## config.mk

```make
export PLATFORM = sky130hd
export DESIGN_NAME = conv_frame_feeder
export DESIGN_NICKNAME = d
export VERILOG_FILES = /design/src/rtl/conv_frame_feeder.sv
export SDC_FILE = /design/constraint.sdc
export NUM_CORES = 1
export LEC_CHECK = 0
export CAP_MARGIN = 20
export CORE_MARGIN = 2
export CORE_UTILIZATION = 55
export DETAILED_ROUTE_END_ITERATION = 10
export PLACE_DENSITY = 0.89
export SYNTH_ARGS = -nofsm -noshare
export SYNTH_HDL_FRONTEND = slang
export SYNTH_SLANG_ARGS = --single-unit
```

## constraint.sdc

```tcl
create_clock -name clk -period 3.3 [get_ports clk]
set_input_delay 0.495 -clock clk [delete_from_list [all_inputs] [get_ports clk]]
set_output_delay 0.495 -clock clk [all_outputs]
set_load 0.02 [all_outputs]
```

## src/rtl/conv_frame_feeder.sv

```systemverilog
// conv_frame_feeder: reads one 3x3-weight convolution job plus an NxN image
// from a 1-cycle-latency RAM and streams it out as header, 9 weights, N*N
// pixels over a valid/ready handshake. A 2-entry FIFO absorbs RAM returns
// while the consumer stalls. A returning word bypasses the empty FIFO, so
// the stream runs without bubbles.
module conv_frame_feeder #(
  parameter int DATA_W   = 64,
  parameter int ADDR_W   = 18,
  parameter int MAX_SIZE = 416
) (
  input  logic              clk,
  input  logic              rst,
  input  logic              i_start,
  input  logic [8:0]        i_img_size,
  input  logic [1:0]        i_mode,
  input  logic [ADDR_W-1:0] i_w_base,
  input  logic [ADDR_W-1:0] i_img_base,
  output logic              o_rd_en,
  output logic [ADDR_W-1:0] o_rd_addr,
  input  logic [DATA_W-1:0] i_rd_data,
  output logic [DATA_W-1:0] o_data,
  output logic              o_valid,
  input  logic              i_ready,
  output logic              o_chip_en,
  output logic              o_busy,
  output logic              o_done,
  output logic              o_err
);

  localparam int CNT_W = 19;

  typedef enum logic [1:0] {IDLE, HDR, STREAM, DONE} state_t;

  // Job descriptor latched at start; last_word is the index of the final
  // stream word (header = 0), which is also the total number of RAM reads.
  typedef struct packed {
    logic [8:0]        n;
    logic [1:0]        mode;
    logic [ADDR_W-1:0] img_base;
    logic [CNT_W-1:0]  last_word;
  } job_t;

  state_t            state, state_nxt;
  job_t              job;
  logic [ADDR_W-1:0] rd_ptr;
  logic [CNT_W-1:0]  rd_cnt;
  logic [CNT_W-1:0]  wd_cnt;
  logic              rd_vld_q;
  logic [DATA_W-1:0] fifo_mem [2];
  logic              fifo_wp, fifo_rp;
  logic [1:0]        fifo_cnt;
  logic              err_q;

  logic              size_ok, start_ok, start_bad;
  logic [17:0]       nn_in;
  logic              xfer, push, pop, bypass, last_xfer;
  logic              rd_room, rd_more;
  logic [DATA_W-1:0] header;

  assign size_ok   = (i_img_size != '0) && (i_img_size <= 9'(MAX_SIZE));
  assign start_ok  = (state == IDLE) && i_start && size_ok;
  assign start_bad = (state == IDLE) && i_start && !size_ok;
  assign nn_in     = 18'(i_img_size) * 18'(i_img_size);

  // Header word carries the image side and mode in the low 11 bits.
  always_comb begin
    header       = '0;
    header[10:0] = {job.n, job.mode};
  end

  // Only issue a read when the word it returns is guaranteed a FIFO slot.
  assign rd_room   = ({1'b0, fifo_cnt} + {2'b0, rd_vld_q}) < 3'd2;
  assign rd_more   = rd_cnt != job.last_word;
  assign o_rd_en   = ((state == HDR) || (state == STREAM)) && rd_room && rd_more;
  assign o_rd_addr = o_rd_en ? rd_ptr : '0;

  assign xfer      = o_valid && i_ready;
  assign pop       = (state == STREAM) && xfer && (fifo_cnt != 2'd0);
  assign bypass    = (state == STREAM) && xfer && (fifo_cnt == 2'd0);
  assign push      = rd_vld_q && !bypass;
  assign last_xfer = (state == STREAM) && xfer && (wd_cnt == job.last_word);

  assign o_busy    = (state == HDR) || (state == STREAM);
  assign o_chip_en = (state != STREAM);
  assign o_done    = (state == DONE);
  assign o_err     = err_q;

  // State register.
  always_ff @(posedge clk or negedge rst) begin
    if (!rst) state <= IDLE;
    else      state <= state_nxt;
  end

  // Next state and stream output: header in HDR, FIFO head (or the word
  // returning from RAM when the FIFO is empty) in STREAM.
  always_comb begin
    state_nxt = state;
    o_valid   = 1'b0;
    o_data    = '0;
    case (state)
      IDLE: if (start_ok) state_nxt = HDR;
      HDR: begin
        o_valid = 1'b1;
        o_data  = header;
        if (i_ready) state_nxt = STREAM;
      end
      STREAM: begin
        if (fifo_cnt != 2'd0) begin
          o_valid = 1'b1;
          o_data  = fifo_mem[fifo_rp];
        end else if (rd_vld_q) begin
          o_valid = 1'b1;
          o_data  = i_rd_data;
        end
        if (last_xfer) state_nxt = DONE;
      end
      DONE:    state_nxt = IDLE;
      default: state_nxt = IDLE;
    endcase
  end

  // Job latch, read address/count and transfer count.
  always_ff @(posedge clk or negedge rst) begin
    if (!rst) begin
      job      <= '0;
      rd_ptr   <= '0;
      rd_cnt   <= '0;
      wd_cnt   <= '0;
      rd_vld_q <= 1'b0;
      err_q    <= 1'b0;
    end else begin
      rd_vld_q <= o_rd_en;
      err_q    <= start_bad;
      if (start_ok) begin
        job.n         <= i_img_size;
        job.mode      <= i_mode;
        job.img_base  <= i_img_base;
        job.last_word <= CNT_W'(nn_in) + CNT_W'(9);
        rd_ptr        <= i_w_base;
        rd_cnt        <= '0;
        wd_cnt        <= '0;
      end else begin
        if (o_rd_en) begin
          rd_cnt <= rd_cnt + CNT_W'(1);
          // After weight 8 the read pointer jumps to the image.
          rd_ptr <= (rd_cnt == CNT_W'(8)) ? job.img_base : rd_ptr + ADDR_W'(1);
        end
        if (xfer) wd_cnt <= wd_cnt + CNT_W'(1);
      end
    end
  end

  // 2-entry return FIFO; a bypassed word is consumed directly and never stored.
  always_ff @(posedge clk or negedge rst) begin
    if (!rst) begin
      fifo_mem[0] <= '0;
      fifo_mem[1] <= '0;
      fifo_wp     <= 1'b0;
      fifo_rp     <= 1'b0;
      fifo_cnt    <= 2'd0;
    end else begin
      if (push) begin
        fifo_mem[fifo_wp] <= i_rd_data;
        fifo_wp           <= ~fifo_wp;
      end
      if (pop) fifo_rp <= ~fifo_rp;
      case ({push, pop})
        2'b10:   fifo_cnt <= fifo_cnt + 2'd1;
        2'b01:   fifo_cnt <= fifo_cnt - 2'd1;
        default: fifo_cnt <= fifo_cnt;
      endcase
    end
  end

endmodule

```

==> results of run 1 <==
metal layers:
layer	part of all wire [%]	vias to the layer above
li1	-	5817
met1	39	6353
met2	48	708
met3	7.2	207
met4	5.7	0
met5	0	-
worst paths after layout:
kind	endpoint	startpoint	slack, ns
hold / removal	job[2]	i_img_size[1]	0.45
min in group asynchronous	fifo_mem[43]	rst	0.56
max in group asynchronous	rd_ptr[8]	rst	1.94
setup reg to reg	wd_cnt[18]	rd_vld_q	0.66
setup / recovery	job[18]	i_img_size[6]	-0.97
hold reg to reg	header[0]	header[0]	0.47
metrics by stage:
step	hold WS, ns	cell area, µm²
5_1_grt	0.467	19300
4_1_cts	0.391	19000
6_report	0.450	19300
3_3_place_gp	0.454	18000
3_5_place_dp	0.462	18000
2_1_floorplan	0.199	15200
state kept, by name, summed over array words and instances (netlist names):
| signal | cells |
|---|---|
| state | 2 |
| fifo_rp | 1 |
| rd_vld_q | 1 |
| job | 36 |
| fifo_cnt | 2 |
| rd_ptr | 18 |
| fifo_wp | 1 |
| o_err | 1 |
| wd_cnt | 19 |
| header | 11 |
| fifo_mem | 128 |
| rd_cnt | 19 |
synth_stat cells, drive strengths merged, types with 9 or more instances:
cell type,n
and2,33
nand3,33
o211ai,21
nor4,13
or4,9
a31oi,79
fa,34
a21oi,25
mux2,130
nand2,189
xor2,40
o21ai,47
and3,11
or3,12
nor2,190
dfrtp,239
inv,81
mux2i,69
nand4,17
ha,61
nor3,10
buf,50
xnor2,50
clkbuf,44
power breakdown:
group          switching, mW  leakage (nW)  internal, mW
clock                   1.14         0.390          1.53
combinational           5.66          5.40          5.01
sequential             0.977          2.95          4.23
total                   7.78          8.73          10.8
critical path: cells and delay by family:
family | cells | cell delay (ns)
adder cells (fa/ha/maj) | 6 | 2.46
buffers and inverters | 7 | 0.56
AO/OA/AOI/OAI | 3 | 0.58
AND/OR/NAND/NOR | 3 | 0.62
kinds of logic after synthesis:
group,after synthesis
compound gates,216
xor+xnor,90
fa+ha+maj,95
buf+inv,175
flops,239
mux,199
simple gates,536
timing repair:
| item | CTS | global route |
|---|---|---|
| buffers inserted | 8 | 12 |
| setup endpoints to repair | 87 | 80 |
| hold endpoints to repair | 46 | 0 |
| hold buffers | 1 | 0 |
| pin swaps | 51 | 32 |
| resized for setup | 117 | 58 |
final cells by class:
class | instances | area (µm²) | share of cell area [%]
multi-input cells | 1136 | 8770 | 45.4
well taps | 341 | 427 | 2.21
diodes | 1 | 2.50 | 0.0130
inverters | 81 | 317 | 1.64
flip-flops and latches | 239 | 5990 | 31.0
repair buffers | 311 | 3020 | 15.7
clock buffers | 35 | 724 | 3.75
clock inverters | 8 | 55.1 | 0.285
==> summary.txt, run 1 <==
Placer Congestion -> 0.917
Syn Area/Cell -> 9.67 µm²
largest area contributor in the netlist -> dfrtp_1
Synth Area in XOR/XNOR -> 5.26%
mux cell area share after synthesis -> 14.4%
EDFF count, synth -> 0
power density cells -> 960 nW/µm²
Power Total -> 18.5 mW
max_cap viols -> 0
Netlist cell types -> 69
synth-to-layout area growth -> 28.8%
CTS clock-pin slew for the worst setup and hold paths -> 0.06 ns
commonest cells after routing, fill and taps aside -> dfrtp_1 (237), nor2_1 (184), nand2_1 (183)
failing checks -> setup timing
unrepaired setup endpoints after global routing -> yes
Syn Inst Count -> 1550
detailed-route vias per instance -> 6.08
Crit. End Element -> flip-flop
commonest non-fill, non-tap cell in the layout -> dfrtp_1
CP cell instances -> buf_8, buf_8, inv_6, nor2_4, buf_6, fa_1, inv_2, fa_1, fa_1, inv_2, fa_2, ha_4, ha_4, a21oi_4, inv_2, a221oi_4, a21oi_2, or4_1, nand3_1
Layout Skew -> 0.0165 ns
largest family of logic cells by synthesized area -> simple AND/OR/NAND/NOR gates
final WL -> 42800 µm
Util after Layout -> 71.8%
cell total after placement -> 2088
Warnings, synthesis -> 0
number of iterations in the first detailed-routing pass -> 8
Detail Route Antenna Nets -> 0
Tcrit/Tclk final -> 129%
detailed placement HPWL -> 27500 µm
ys async rst share -> 100%
port buffer count -> 202
simple-gate area share of the yosys netlist -> 16.2%
maximum net fanout on the critical path -> 6
hold path cells -> 4
main area contributors after synthesis -> dfrtp_1 (40%), mux2_2 (9.2%), ha_1 (5.1%), nor2_1 (4.7%), nand2_1 (4.7%)
Die Width -> 169 µm
CTS Root Cell -> clkbuf_16
post-route insts no fill -> 2152
# nets final -> 2005
DRC viols -> 0
most used flip-flop cell after synthesis -> dfrtp_1
GR Layer Usage met2 -> 48.7%
worst hold path type -> primary input to flip-flop
H-tree Lvls -> 1
VDD IR max -> 0.541 mV
num ports -> 203
Die Span Y -> 169 µm
min Tclk post-route -> 4.27 ns
LEAKAGE -> 8.73 nW
vias in the first global route -> 13328
die area -> 28600 µm²
GRT Total Usage -> 28.2%
initial antenna violation count -> 0
crit path DAT -> 4.72 ns
via count -> 13085
Initial Utilization -> 55.8%
post-synth top area share -> 39.9%
GRT busiest layer -> met2
CP Class -> primary input to flip-flop
Compound-Gate Fraction of Synth Area -> 9.39%
Final Worst Setup Slack -> -0.966 ns
slew margin rel. -> 49.0%
Net Count, Synth -> 1760
sequential fraction of the synthesis area -> 39.9%
TNS Setup -> -9.47 ns
adder-cell share of the synthesized area -> 9.63%
Max clock buf depth -> 3
reg2reg path depth -> 7
Num CTS Buffers -> 26
CP max stage cell -> fa_2
pre-CTS WS -> -1.91 ns
GR Util met3 -> 4.42%
FP Rows -> 60
FMAX -> 0.234 GHz
routing usage on met1 -> 35.4%
worst slew pin tran -> 0.765 ns
Skew-Pair Late Insertion Delay -> 0.53 ns
Final Hold Fails -> 0
flops & latches, synth -> 239
status -> complete, but fails checks
Startpoint Class -> primary input
Final Max Tran Viols -> 0
WL/cell -> 19.9 µm
Max stage delay on crit path -> 0.57 ns
largest net degree at the start of global routing -> 89
detailed router's first-iteration violation count -> 1324
share of cells above drive strength 1 -> 21.5%
first-pass GRT wire length -> 66200 µm
Filler cells -> 1807
CTS Sinks -> 239
Mapped Area -> 15000 µm²
Data required, critical path -> 3.76 ns
TritonCTS clock tree -> built
Final setup violation count -> 17
Core Area -> 26900 µm²
grt total ovfl -> 0
No activity file was read; power rests on OpenSTA's default activity.
==> inputs of run 2 (changes only) <==
ABC_CLOCK_PERIOD_IN_PS = 3300   (was unset)
==> results of run 2 <==
No change in the layout: final DEF, timing and power equal those of run 1.
